==> config.mk <==
export PLATFORM = sky130hd
export DESIGN_NAME = exp_reconstruct
export DESIGN_NICKNAME = d
export VERILOG_FILES = /design/src/rtl/exp_reconstruct.sv
export SDC_FILE = /design/constraint.sdc
export NUM_CORES = 1
export LEC_CHECK = 0
export CAP_MARGIN = 10
export CELL_PAD_IN_SITES_DETAIL_PLACEMENT = 0
export CELL_PAD_IN_SITES_GLOBAL_PLACEMENT = 1
export CORE_UTILIZATION = 30
export CTS_BUF_LIST = sky130_fd_sc_hd__clkbuf_16
export DETAILED_ROUTE_END_ITERATION = 10
export MAX_ROUTING_LAYER = met4
export PLACE_DENSITY = 0.59
export SLEW_MARGIN = 40
export SYNTH_ARGS = -nofsm -noshare
export SYNTH_HDL_FRONTEND = slang
export SYNTH_SLANG_ARGS = --single-unit
export TNS_END_PERCENT = 50
==> constraint.sdc <==
create_clock -name CLK -period 13.2 [get_ports CLK]
set_input_delay 3.3 -clock CLK [delete_from_list [all_inputs] [get_ports CLK]]
set_output_delay 3.3 -clock CLK [all_outputs]
set_load 0.02 [all_outputs]
==> src/rtl/exp_reconstruct.sv <==
// Back end of the fixed-point exp datapath: exp(x) = exp(a) * (1 + r + r^2/2),
// with r = x - a, computed by serial shift-add squaring and multiplication.
module exp_reconstruct #(
  parameter int num_of_int  = 3,
  parameter int num_of_frac = 23
) (
  input  logic                   CLK,
  input  logic                   RST,
  input  logic                   IN_valid,
  output logic                   IN_ready,
  input  logic [num_of_int-1:0]  IN_int,
  input  logic [num_of_frac-1:0] IN_frac,
  input  logic [num_of_int-1:0]  LUT_int,
  input  logic [num_of_frac-1:0] LUT_frac,
  input  logic [num_of_int-1:0]  LUT_a_int,
  input  logic [num_of_frac-1:0] LUT_a_frac,
  output logic                   OUT_valid,
  input  logic                   OUT_ready,
  output logic [num_of_int-1:0]  OUT_int,
  output logic [num_of_frac-1:0] OUT_frac,
  output logic                   OUT_err
);

  localparam int W     = num_of_int + num_of_frac;
  localparam int RW    = num_of_frac - 8;
  localparam int SQ_W  = 2 * RW;
  localparam int MUL_W = 2 * W;
  localparam int CW    = $clog2(W);

  localparam logic [CW-1:0] SQR_LAST = CW'(RW - 1);
  localparam logic [CW-1:0] MUL_LAST = CW'(W - 1);
  localparam logic [W-1:0]  ONE_FX   = W'(1) << num_of_frac;

  typedef enum logic [1:0] {IDLE, SQR, MUL, DONE} state_t;

  state_t state, state_next;

  logic [RW-1:0]          r;
  logic [W-1:0]           ea;
  logic                   err;
  logic [W-1:0]           e_reg;
  logic [CW-1:0]          cnt;
  logic [SQ_W-1:0]        sq_acc;
  logic [MUL_W-1:0]       mul_acc;

  logic [num_of_frac-1:0] frac_diff;
  logic [SQ_W-1:0]        sq_add, sq_next;
  logic [MUL_W-1:0]       mul_add, mul_next;
  logic [W-1:0]           e_next;
  logic [W-1:0]           prod;

  assign IN_ready  = (state == IDLE);
  assign frac_diff = IN_frac - LUT_a_frac;

  // One partial product per cycle; the final partial product is folded in
  // combinationally so the last iteration's result is available at its edge.
  assign sq_add   = r[cnt[3:0]] ? (SQ_W'(r) << cnt) : '0;
  assign sq_next  = sq_acc + sq_add;
  assign e_next   = ONE_FX + W'(r) + W'(sq_next >> (num_of_frac + 1));
  assign mul_add  = e_reg[cnt] ? (MUL_W'(ea) << cnt) : '0;
  assign mul_next = mul_acc + mul_add;
  assign prod     = W'(mul_next >> num_of_frac);

  always_ff @(posedge CLK or posedge RST) begin
    if (RST) state <= IDLE;
    else     state <= state_next;
  end

  always_comb begin
    state_next = state;
    case (state)
      IDLE: if (IN_valid)        state_next = SQR;
      SQR:  if (cnt == SQR_LAST) state_next = MUL;
      MUL:  if (cnt == MUL_LAST) state_next = DONE;
      DONE: if (OUT_ready)       state_next = IDLE;
      default:                   state_next = IDLE;
    endcase
  end

  always_ff @(posedge CLK or posedge RST) begin
    if (RST) begin
      r         <= '0;
      ea        <= '0;
      err       <= 1'b0;
      e_reg     <= '0;
      cnt       <= '0;
      sq_acc    <= '0;
      mul_acc   <= '0;
      OUT_valid <= 1'b0;
      OUT_int   <= '0;
      OUT_frac  <= '0;
      OUT_err   <= 1'b0;
    end else begin
      case (state)
        IDLE: begin
          if (IN_valid) begin
            r       <= RW'(frac_diff);
            ea      <= {LUT_int, LUT_frac};
            err     <= (IN_int != '0) | (IN_int != LUT_a_int);
            cnt     <= '0;
            sq_acc  <= '0;
            mul_acc <= '0;
          end
        end
        SQR: begin
          if (cnt == SQR_LAST) begin
            e_reg  <= e_next;
            sq_acc <= '0;
            cnt    <= '0;
          end else begin
            sq_acc <= sq_next;
            cnt    <= cnt + 1'b1;
          end
        end
        MUL: begin
          if (cnt == MUL_LAST) begin
            // Out-of-domain operands still iterate so latency stays fixed.
            OUT_int   <= err ? '1 : prod[W-1:num_of_frac];
            OUT_frac  <= err ? '1 : prod[num_of_frac-1:0];
            OUT_err   <= err;
            OUT_valid <= 1'b1;
            mul_acc   <= '0;
            cnt       <= '0;
          end else begin
            mul_acc <= mul_next;
            cnt     <= cnt + 1'b1;
          end
        end
        DONE: begin
          if (OUT_ready) OUT_valid <= 1'b0;
        end
        default: ;
      endcase
    end
  end

endmodule

==> run summary, run 1 <==
* run status: finished clean
* DRC errors left: 0
* RD Place Congestion: 0.8871
* share of final-layout standard cells stronger than drive strength 1: 8.011%
* flip-flop count of the largest register, all copies and words added: 49
* number of synthesized flops with an enable pin: 0
* max-capacitance violation count: 0
* finished layout cell area: 16,680 µm²
* horizontal die dimension: 222.8 µm
* Fill cells: 4,980
* Reg clk slew, reported paths: 0.07 ns
* source of the worst register-to-register timing path: cnt[1]$_DFFE_PP0P_
* placeable core region: 47,950 µm²
* DR vias: 12,630
* via count of the first global-routing pass: 12,440
* # placed instances: 2,343
* Synth Area per Inst: 8.493 µm²
* Worst Path Class, Setup: reg -> reg
* DPL Wire Length: 34,020 µm
* summed instance area of the synthesized netlist: 14,630 µm²
* drt pass-1 iters: 5
* registers with the most flip-flops: mul_acc (49), sq_acc (30), ea (26)
* routed length per instance: 18.60 µm
* ANT nets after route: 0
* hold bufs inserted after CTS: 0
* violation count after the first detailed-routing iteration: 862
* fin worst setup slack: 5.261 ns
* M1 GR Usage: 23.24%
* min cycle time layout: 7.939 ns
* detail-routed via count per cell: 5.316
* root buffer cell: sky130_fd_sc_hd__clkbuf_16
* number of hold-slack violations in the final timing report: 0
* initial core utilization: 30.50%
* post-synthesis cell type count: 71
* crit path DAT: 8.32 ns
* total power: 0.002271 W
* Async S/R FF share, synth: 100.0%
* Tot GR Track Use: 18.65%
* register with the most flip-flops: mul_acc
* number of standard cells after synthesis: 1,722
* start point of the critical path: cnt[1]$_DFFE_PP0P_
* Net count, final: 1,937
* antenna violations before repair: 0
* Slew @ Worst Pin: 0.7785 ns
* TritonCTS clock tree: yes
* number of buffers on the longest clock path: 2
* worst slew margin relative to its limit: 47.78%
* Max Transition Viols Final: 0
* count of buffers inserted at the top-level ports: 94
* final standard cell count with taps included and fillers excluded: 2,375
* total global routing overflow: 0
* fmax: 126.0 MHz
* Post-Place Setup Slack: 5.257 ns
* number of warnings reported in the yosys synthesis log: 0
* post-CTS setup buffer count: 0
* crit share post-route: 60.14%
* largest net degree at the start of global routing: 80
* worst-path maximum fanout: 43
* count of cells resized by post-cts repair: 0
* H-Tree Depth: 4
* beginning of the worst hold path: e_reg[3]$_DFFE_PP0P_
* post-route setup TNS: 0 ns
* count of standard-cell rows: 80
* Data required, critical path: 13.58 ns
* CP startpoint kind: register
* Net Count, Synth: 1,912
* share of the yosys chip area belonging to registers: 29.60%
* Die Y-Extent: 222.8 µm
* Num Clock Sinks: 173
* area added between synthesis and finish: 14.08%
* die footprint: 49,640 µm²
* number of I/O pins: 111
* clock insertion delay at the later pin of the skew report: 0.46 ns
* global-route met3 utilization: 3.042%
* largest vdd supply drop: 0.09029 mV
* busiest layer in global routing: met2
* leakage dissipation: 7.252 nW
* number of buffers created by CTS: 17
* sum of routed wire length over all layers: 44,180 µm
* flip-flop and latch count after synthesis: 173
* placement-stage cell area: 16,100 µm²
* unrepaired setup endpoints after global routing: false
* routing usage on met2: 31.03%
* kind of end point of the critical path: register
* primary flip-flop cell chosen by synthesis mapping: sky130_fd_sc_hd__dfrtp_1
* worst hold-check path type: reg -> reg
* Setup-failing EPs final: 0
* first-pass GRT wire length: 70,700 µm
* final worst clock skew: 0.01619 ns
* power per unit of standard cell area: 136.1 nW/µm²
* final antenna diode count: 0
-- power by group --
part | internal [W] | switching [W] | total [W]
Sequential | 0.000607 | 0.000123 | 0.000729
Combinational | 0.000393 | 0.000625 | 0.00102
Clock | 0.000281 | 0.000243 | 0.000524
Total | 0.00128 | 0.000990 | 0.00227
-- path summary, 6_finish.rpt --
kind	to	slack (ns)	depth (start not counted)
worst min register to register	e_reg[3]$_DFFE_PP0P_	0.48	2
worst max-delay path	e_reg[9]$_DFFE_PP0P_	5.26	26
worst max register to register	e_reg[9]$_DFFE_PP0P_	5.26	26
worst min-delay path	e_reg[3]$_DFFE_PP0P_	0.48	2
max in group asynchronous	e_reg[5]$_DFFE_PP0P_	8.84	3
min in group asynchronous	mul_acc[13]$_DFFE_PP0P_	3.24	2
-- per-layer routing --
metal	share of wire [%]	up-vias	routed length, µm
met1	46	6076	20500
met4	2.3	0	998
met3	2.7	50	1181
li1	-	6343	-
met5	0	-	0
met2	49	156	21500
-- through the flow --
| stage | util (%) | hold slack, ns |
|---|---|---|
| 3_3_place_gp | 33.56 | 0.4555 |
| 6_report | 34.80 | 0.4774 |
| 3_5_place_dp | 33.58 | 0.4694 |
| 5_1_grt | 34.80 | 0.5025 |
| 4_1_cts | 34.80 | 0.4861 |
| 2_1_floorplan | - | 0.4433 |
-- layout by cell type, fill, tap and decap left out, types with 18 or more instances in the layout --
cell                              instances
sky130_fd_sc_hd__nand4_1                 19
sky130_fd_sc_hd__nand3_1                 22
sky130_fd_sc_hd__a211oi_1                25
sky130_fd_sc_hd__clkdlybuf4s50_1         94
sky130_fd_sc_hd__nor3_1                  33
sky130_fd_sc_hd__mux4_2                  21
sky130_fd_sc_hd__inv_1                   51
sky130_fd_sc_hd__a21oi_1                124
sky130_fd_sc_hd__nor2b_1                 21
sky130_fd_sc_hd__xnor2_1                 55
sky130_fd_sc_hd__a31oi_1                 18
sky130_fd_sc_hd__nor2_1                 160
sky130_fd_sc_hd__a21o_1                  53
sky130_fd_sc_hd__o22a_1                  29
sky130_fd_sc_hd__xor2_1                  35
sky130_fd_sc_hd__ha_1                   104
sky130_fd_sc_hd__mux2i_1                 43
sky130_fd_sc_hd__nand2_1                194
sky130_fd_sc_hd__o21ai_0                120
sky130_fd_sc_hd__dfrtp_1                169
sky130_fd_sc_hd__buf_4                   20
sky130_fd_sc_hd__a22o_1                  51
sky130_fd_sc_hd__mux2_2                  38
-- cell type report --
cell class / instances / area [µm²] / share of cell area [%]
Multi-Input combinational cell: 1385 / 9681 / 58.02
Sequential cell: 173 / 4334 / 25.98
Timing Repair Buffer: 115 / 1102 / 6.607
Tap cell: 615 / 769.5 / 4.612
Clock buffer: 17 / 425.4 / 2.550
Inverter: 55 / 211.5 / 1.267
Clock inverter: 15 / 161.4 / 0.9674
-- critical path: stages, from the launching register on --
cell                        delay (ns)
sky130_fd_sc_hd__dfrtp_2          0.77
sky130_fd_sc_hd__buf_4            0.57
sky130_fd_sc_hd__mux2i_1          0.14
sky130_fd_sc_hd__o211ai_1         0.22
sky130_fd_sc_hd__o211ai_1         0.13
sky130_fd_sc_hd__o21a_1           0.38
sky130_fd_sc_hd__or2_2            0.50
sky130_fd_sc_hd__nor4_1           0.26
sky130_fd_sc_hd__ha_1             0.34
sky130_fd_sc_hd__o21a_1           0.23
sky130_fd_sc_hd__a2111oi_4        0.39
sky130_fd_sc_hd__o31ai_1          0.19
sky130_fd_sc_hd__a311oi_2         0.44
sky130_fd_sc_hd__a21boi_1         0.14
sky130_fd_sc_hd__o21ai_0          0.33
sky130_fd_sc_hd__a21oi_1          0.14
sky130_fd_sc_hd__a2111oi_2        0.51
sky130_fd_sc_hd__ha_1             0.35
sky130_fd_sc_hd__a21o_1           0.16
sky130_fd_sc_hd__a21oi_1          0.24
sky130_fd_sc_hd__o21bai_1         0.10
sky130_fd_sc_hd__a21oi_1          0.22
sky130_fd_sc_hd__nor2b_1          0.07
sky130_fd_sc_hd__o21ai_0          0.60
sky130_fd_sc_hd__nor2_1           0.14
sky130_fd_sc_hd__xnor2_1          0.15
sky130_fd_sc_hd__o21ai_0          0.15
-- cell families after synthesis --
| kind of cell | Yosys count | synth area share [%] |
|---|---|---|
| AO/OA/AOI/OAI | 547 | 25.43 |
| AND/OR/NAND/NOR | 537 | 16.65 |
| flip-flops | 173 | 29.60 |
| buffers and inverters | 164 | 4.320 |
| adder cells (fa/ha/maj) | 108 | 9.445 |
| multiplexers | 103 | 9.171 |
| XOR/XNOR | 90 | 5.390 |
-- synthesized netlist by cell type, types with 34 or more instances --
master / count / area [µm²]
sky130_fd_sc_hd__xnor2_1: 55 / 481.7
sky130_fd_sc_hd__a21o_1: 53 / 397.9
sky130_fd_sc_hd__nor3_1: 34 / 170.2
sky130_fd_sc_hd__ha_1: 104 / 1301
sky130_fd_sc_hd__mux2_2: 38 / 427.9
sky130_fd_sc_hd__inv_1: 52 / 195.2
sky130_fd_sc_hd__mux2i_1: 44 / 440.4
sky130_fd_sc_hd__a22o_1: 51 / 446.7
sky130_fd_sc_hd__o21ai_0: 120 / 600.6
sky130_fd_sc_hd__xor2_1: 35 / 306.5
sky130_fd_sc_hd__nor2_1: 161 / 604.3
sky130_fd_sc_hd__nand2_1: 195 / 732.0
sky130_fd_sc_hd__clkbuf_1: 88 / 330.3
sky130_fd_sc_hd__dfrtp_1: 173 / 4329
sky130_fd_sc_hd__a21oi_1: 124 / 620.6
Power figures use the tool's default switching activity.
==> run 2, diff against run 1 <==
==> constraint.sdc (replaced) <==
create_clock -name CLK -period 7.35 [get_ports CLK]
set_input_delay 1.8375 -clock CLK [delete_from_list [all_inputs] [get_ports CLK]]
set_output_delay 1.8375 -clock CLK [all_outputs]
set_load 0.02 [all_outputs]
==> run summary, run 2 (same netlist as run 1, synthesis figures left out) <==
* fmax: 149.1 MHz, was 126.0 MHz
* count of cells resized by post-cts repair: 0, unchanged
* share of final-layout standard cells stronger than drive strength 1: 8.059%, was 8.011%
* # placed instances: 2,346, was 2,343
* run status: finished clean, unchanged
* hold bufs inserted after CTS: 0, unchanged
* worst slew margin relative to its limit: 45.52%, was 47.78%
* crit share post-route: 91.24%, was 60.14%
* Data required, critical path: 7.70 ns, was 13.58 ns
* commonest cells after routing, fill and taps aside: sky130_fd_sc_hd__nand2_1, sky130_fd_sc_hd__dfrtp_1, sky130_fd_sc_hd__nor2_1, unchanged
* largest net degree at the start of global routing: 98, was 80
* utilization after layout: 34.86%, was 34.80%
* ANT nets after route: 0, unchanged
* Die Y-Extent: 222.8 µm, unchanged
* hold path endpoint: e_reg[3]$_DFFE_PP0P_, unchanged
* CP startpoint kind: register, unchanged
* number of hold-slack violations in the final timing report: 0, unchanged
* placement-stage cell area: 16,130 µm², was 16,100 µm²
* RD Place Congestion: 0.8824, was 0.8871
* horizontal die dimension: 222.8 µm, unchanged
* worst-path maximum fanout: 24, was 43
* Worst Path Class, Setup: reg -> reg, unchanged
* TritonCTS clock tree: yes, unchanged
* placeable core region: 47,950 µm², unchanged
* post-route setup TNS: 0 ns, unchanged
* registers with the most flip-flops: mul_acc (49), sq_acc (30), ea (26), unchanged
* violation count after the first detailed-routing iteration: 892, was 862
* final worst clock skew: 0.01341 ns, was 0.01619 ns
* start point of the critical path: cnt[1]$_DFFE_PP0P_, unchanged
* unrepaired setup endpoints after global routing: false, unchanged
* count of standard-cell rows: 80, unchanged
* Slew @ Worst Pin: 0.8109 ns, was 0.7785 ns
* detail-routed via count per cell: 5.388, was 5.316
* count of buffers inserted at the top-level ports: 94, unchanged
* max-capacitance violation count: 0, unchanged
* RR Endpoint: e_reg[11]$_DFFE_PP0P_, was e_reg[9]$_DFFE_PP0P_
* DRC errors left: 0, unchanged
* Tot GR Track Use: 19.05%, was 18.65%
* area added between synthesis and finish: 14.30%, was 14.08%
* source of the worst register-to-register timing path: cnt[1]$_DFFE_PP0P_, unchanged
* DPL Wire Length: 34,260 µm, was 34,020 µm
* root buffer cell: sky130_fd_sc_hd__clkbuf_16, unchanged
* number of buffers on the longest clock path: 2, unchanged
* flip-flop count of the largest register, all copies and words added: 49, unchanged
* crit path DAT: 7.06 ns, was 8.32 ns
* post-CTS setup buffer count: 0, unchanged
* number of buffers created by CTS: 17, unchanged
* final standard cell count with taps included and fillers excluded: 2,377, was 2,375
* final antenna diode count: 0, unchanged
* Max Transition Viols Final: 0, unchanged
* Setup-failing EPs final: 0, unchanged
* first-pass GRT wire length: 71,680 µm, was 70,700 µm
* H-Tree Depth: 4, unchanged
* finished layout cell area: 16,720 µm², was 16,680 µm²
* largest vdd supply drop: 0.1897 mV, was 0.09029 mV
* R2R depth: 26, unchanged
* total global routing overflow: 0, unchanged
* clock insertion delay at the later pin of the skew report: 0.50 ns, was 0.46 ns
* min cycle time layout: 6.706 ns, was 7.939 ns
* initial core utilization: 30.50%, unchanged
* sum of routed wire length over all layers: 44,920 µm, was 44,180 µm
* leakage dissipation: 7.270 nW, was 7.252 nW
* setup slack of the worst register-to-register path: 0.64 ns, was 5.26 ns
* DR vias: 12,810, was 12,630
* via count of the first global-routing pass: 12,660, was 12,440
* worst hold-check path type: reg -> reg, unchanged
* beginning of the worst hold path: e_reg[3]$_DFFE_PP0P_, unchanged
* number of I/O pins: 111, unchanged
* antenna violations before repair: 0, unchanged
* most common cell after layout, fill and taps aside: sky130_fd_sc_hd__nand2_1, unchanged
* kind of end point of the critical path: register, unchanged
* register with the most flip-flops: mul_acc, unchanged
* power per unit of standard cell area: 245.5 nW/µm², was 136.1 nW/µm²
* Reg clk slew, reported paths: 0.07 ns, about the same
* drt pass-1 iters: 5, unchanged
* routed length per instance: 18.90 µm, was 18.60 µm
* worst hold path cell count: 2, unchanged
* die footprint: 49,640 µm², unchanged
* Num Clock Sinks: 173, unchanged
* Net count, final: 1,940, was 1,937
run 2: cell count changes in the layout (fill, tap and decap cells not counted), sizes merged:
cell      change
clkinv        -3
bufinv        +1
clkinvlp      +1
buf           +3
run 2: worst max-delay path by stage:
stage / to / slack [ns] / cells after the start
after floorplan: OUT_err$_DFFE_PP0P_ / 0.82 / 1
after global placement: e_reg[9]$_DFFE_PP0P_ / 0.79 / 25
after detailed placement: e_reg[11]$_DFFE_PP0P_ / 0.70 / 26
after CTS: e_reg[11]$_DFFE_PP0P_ / 0.64 / 26
after global routing: e_reg[11]$_DFFE_PP0P_ / 0.1 / 26
final: e_reg[11]$_DFFE_PP0P_ / 0.64 / 26
run 2: critical path, stage by stage, from the launching register on:
cell	delay (ns)
sky130_fd_sc_hd__dfrtp_2	0.71
sky130_fd_sc_hd__mux2i_1	0.14
sky130_fd_sc_hd__o211ai_1	0.18
sky130_fd_sc_hd__o211ai_1	0.12
sky130_fd_sc_hd__o21a_1	0.18
sky130_fd_sc_hd__or2_2	0.40
sky130_fd_sc_hd__nor4_1	0.28
sky130_fd_sc_hd__ha_1	0.35
sky130_fd_sc_hd__o21a_1	0.24
sky130_fd_sc_hd__a2111oi_4	0.42
sky130_fd_sc_hd__o31ai_1	0.18
sky130_fd_sc_hd__a311oi_2	0.45
sky130_fd_sc_hd__a21boi_1	0.14
sky130_fd_sc_hd__o21ai_0	0.32
sky130_fd_sc_hd__a21oi_1	0.13
sky130_fd_sc_hd__a2111oi_2	0.62
sky130_fd_sc_hd__ha_1	0.36
sky130_fd_sc_hd__a21o_1	0.16
sky130_fd_sc_hd__a21oi_1	0.21
sky130_fd_sc_hd__o21bai_1	0.09
sky130_fd_sc_hd__a21oi_1	0.22
sky130_fd_sc_hd__nor2b_1	0.07
sky130_fd_sc_hd__o21ai_0	0.14
sky130_fd_sc_hd__buf_4	0.17
sky130_fd_sc_hd__nor2_1	0.06
sky130_fd_sc_hd__xnor2_1	0.13
sky130_fd_sc_hd__o21ai_0	0.08
run 2: power by group:
group | internal [W] | switching, W
Combinational | 0.000716 | 0.00112
Sequential | 0.00109 | 0.000224
Clock | 0.000525 | 0.000425
run 2: routing by layer:
layer  GRT usage, %  vias up  routed length [µm]
met2          32.63      181               22710
met4          5.006        0                 525
li1               -     6365                   -
met5              -        -                   0
met3          2.579       35                1108
met1          23.43     6226               20570
run 2: through the flow:
| stage | worst slack, ns | power, W | hold slack [ns] |
|---|---|---|---|
| floorplan | 0.8240 | 0.002576 | 0.4433 |
| global placement | 0.7913 | 0.003175 | 0.4552 |
| detailed placement | 0.6961 | 0.003188 | 0.4655 |
| CTS | 0.6405 | 0.004169 | 0.4813 |
| global route | 0.09971 | 0.004376 | 0.4878 |
| finish | 0.6438 | 0.004103 | 0.4741 |
run 2: cell type report:
class	instances	area [µm²]
multi-input combinational	1385	9686
fill	4955	31230
timing repair buffer	118	1134
sequential	173	4334
clock inverter	14	153.9
inverter	55	214.0
clock buffer	17	425.4
tap	615	769.5
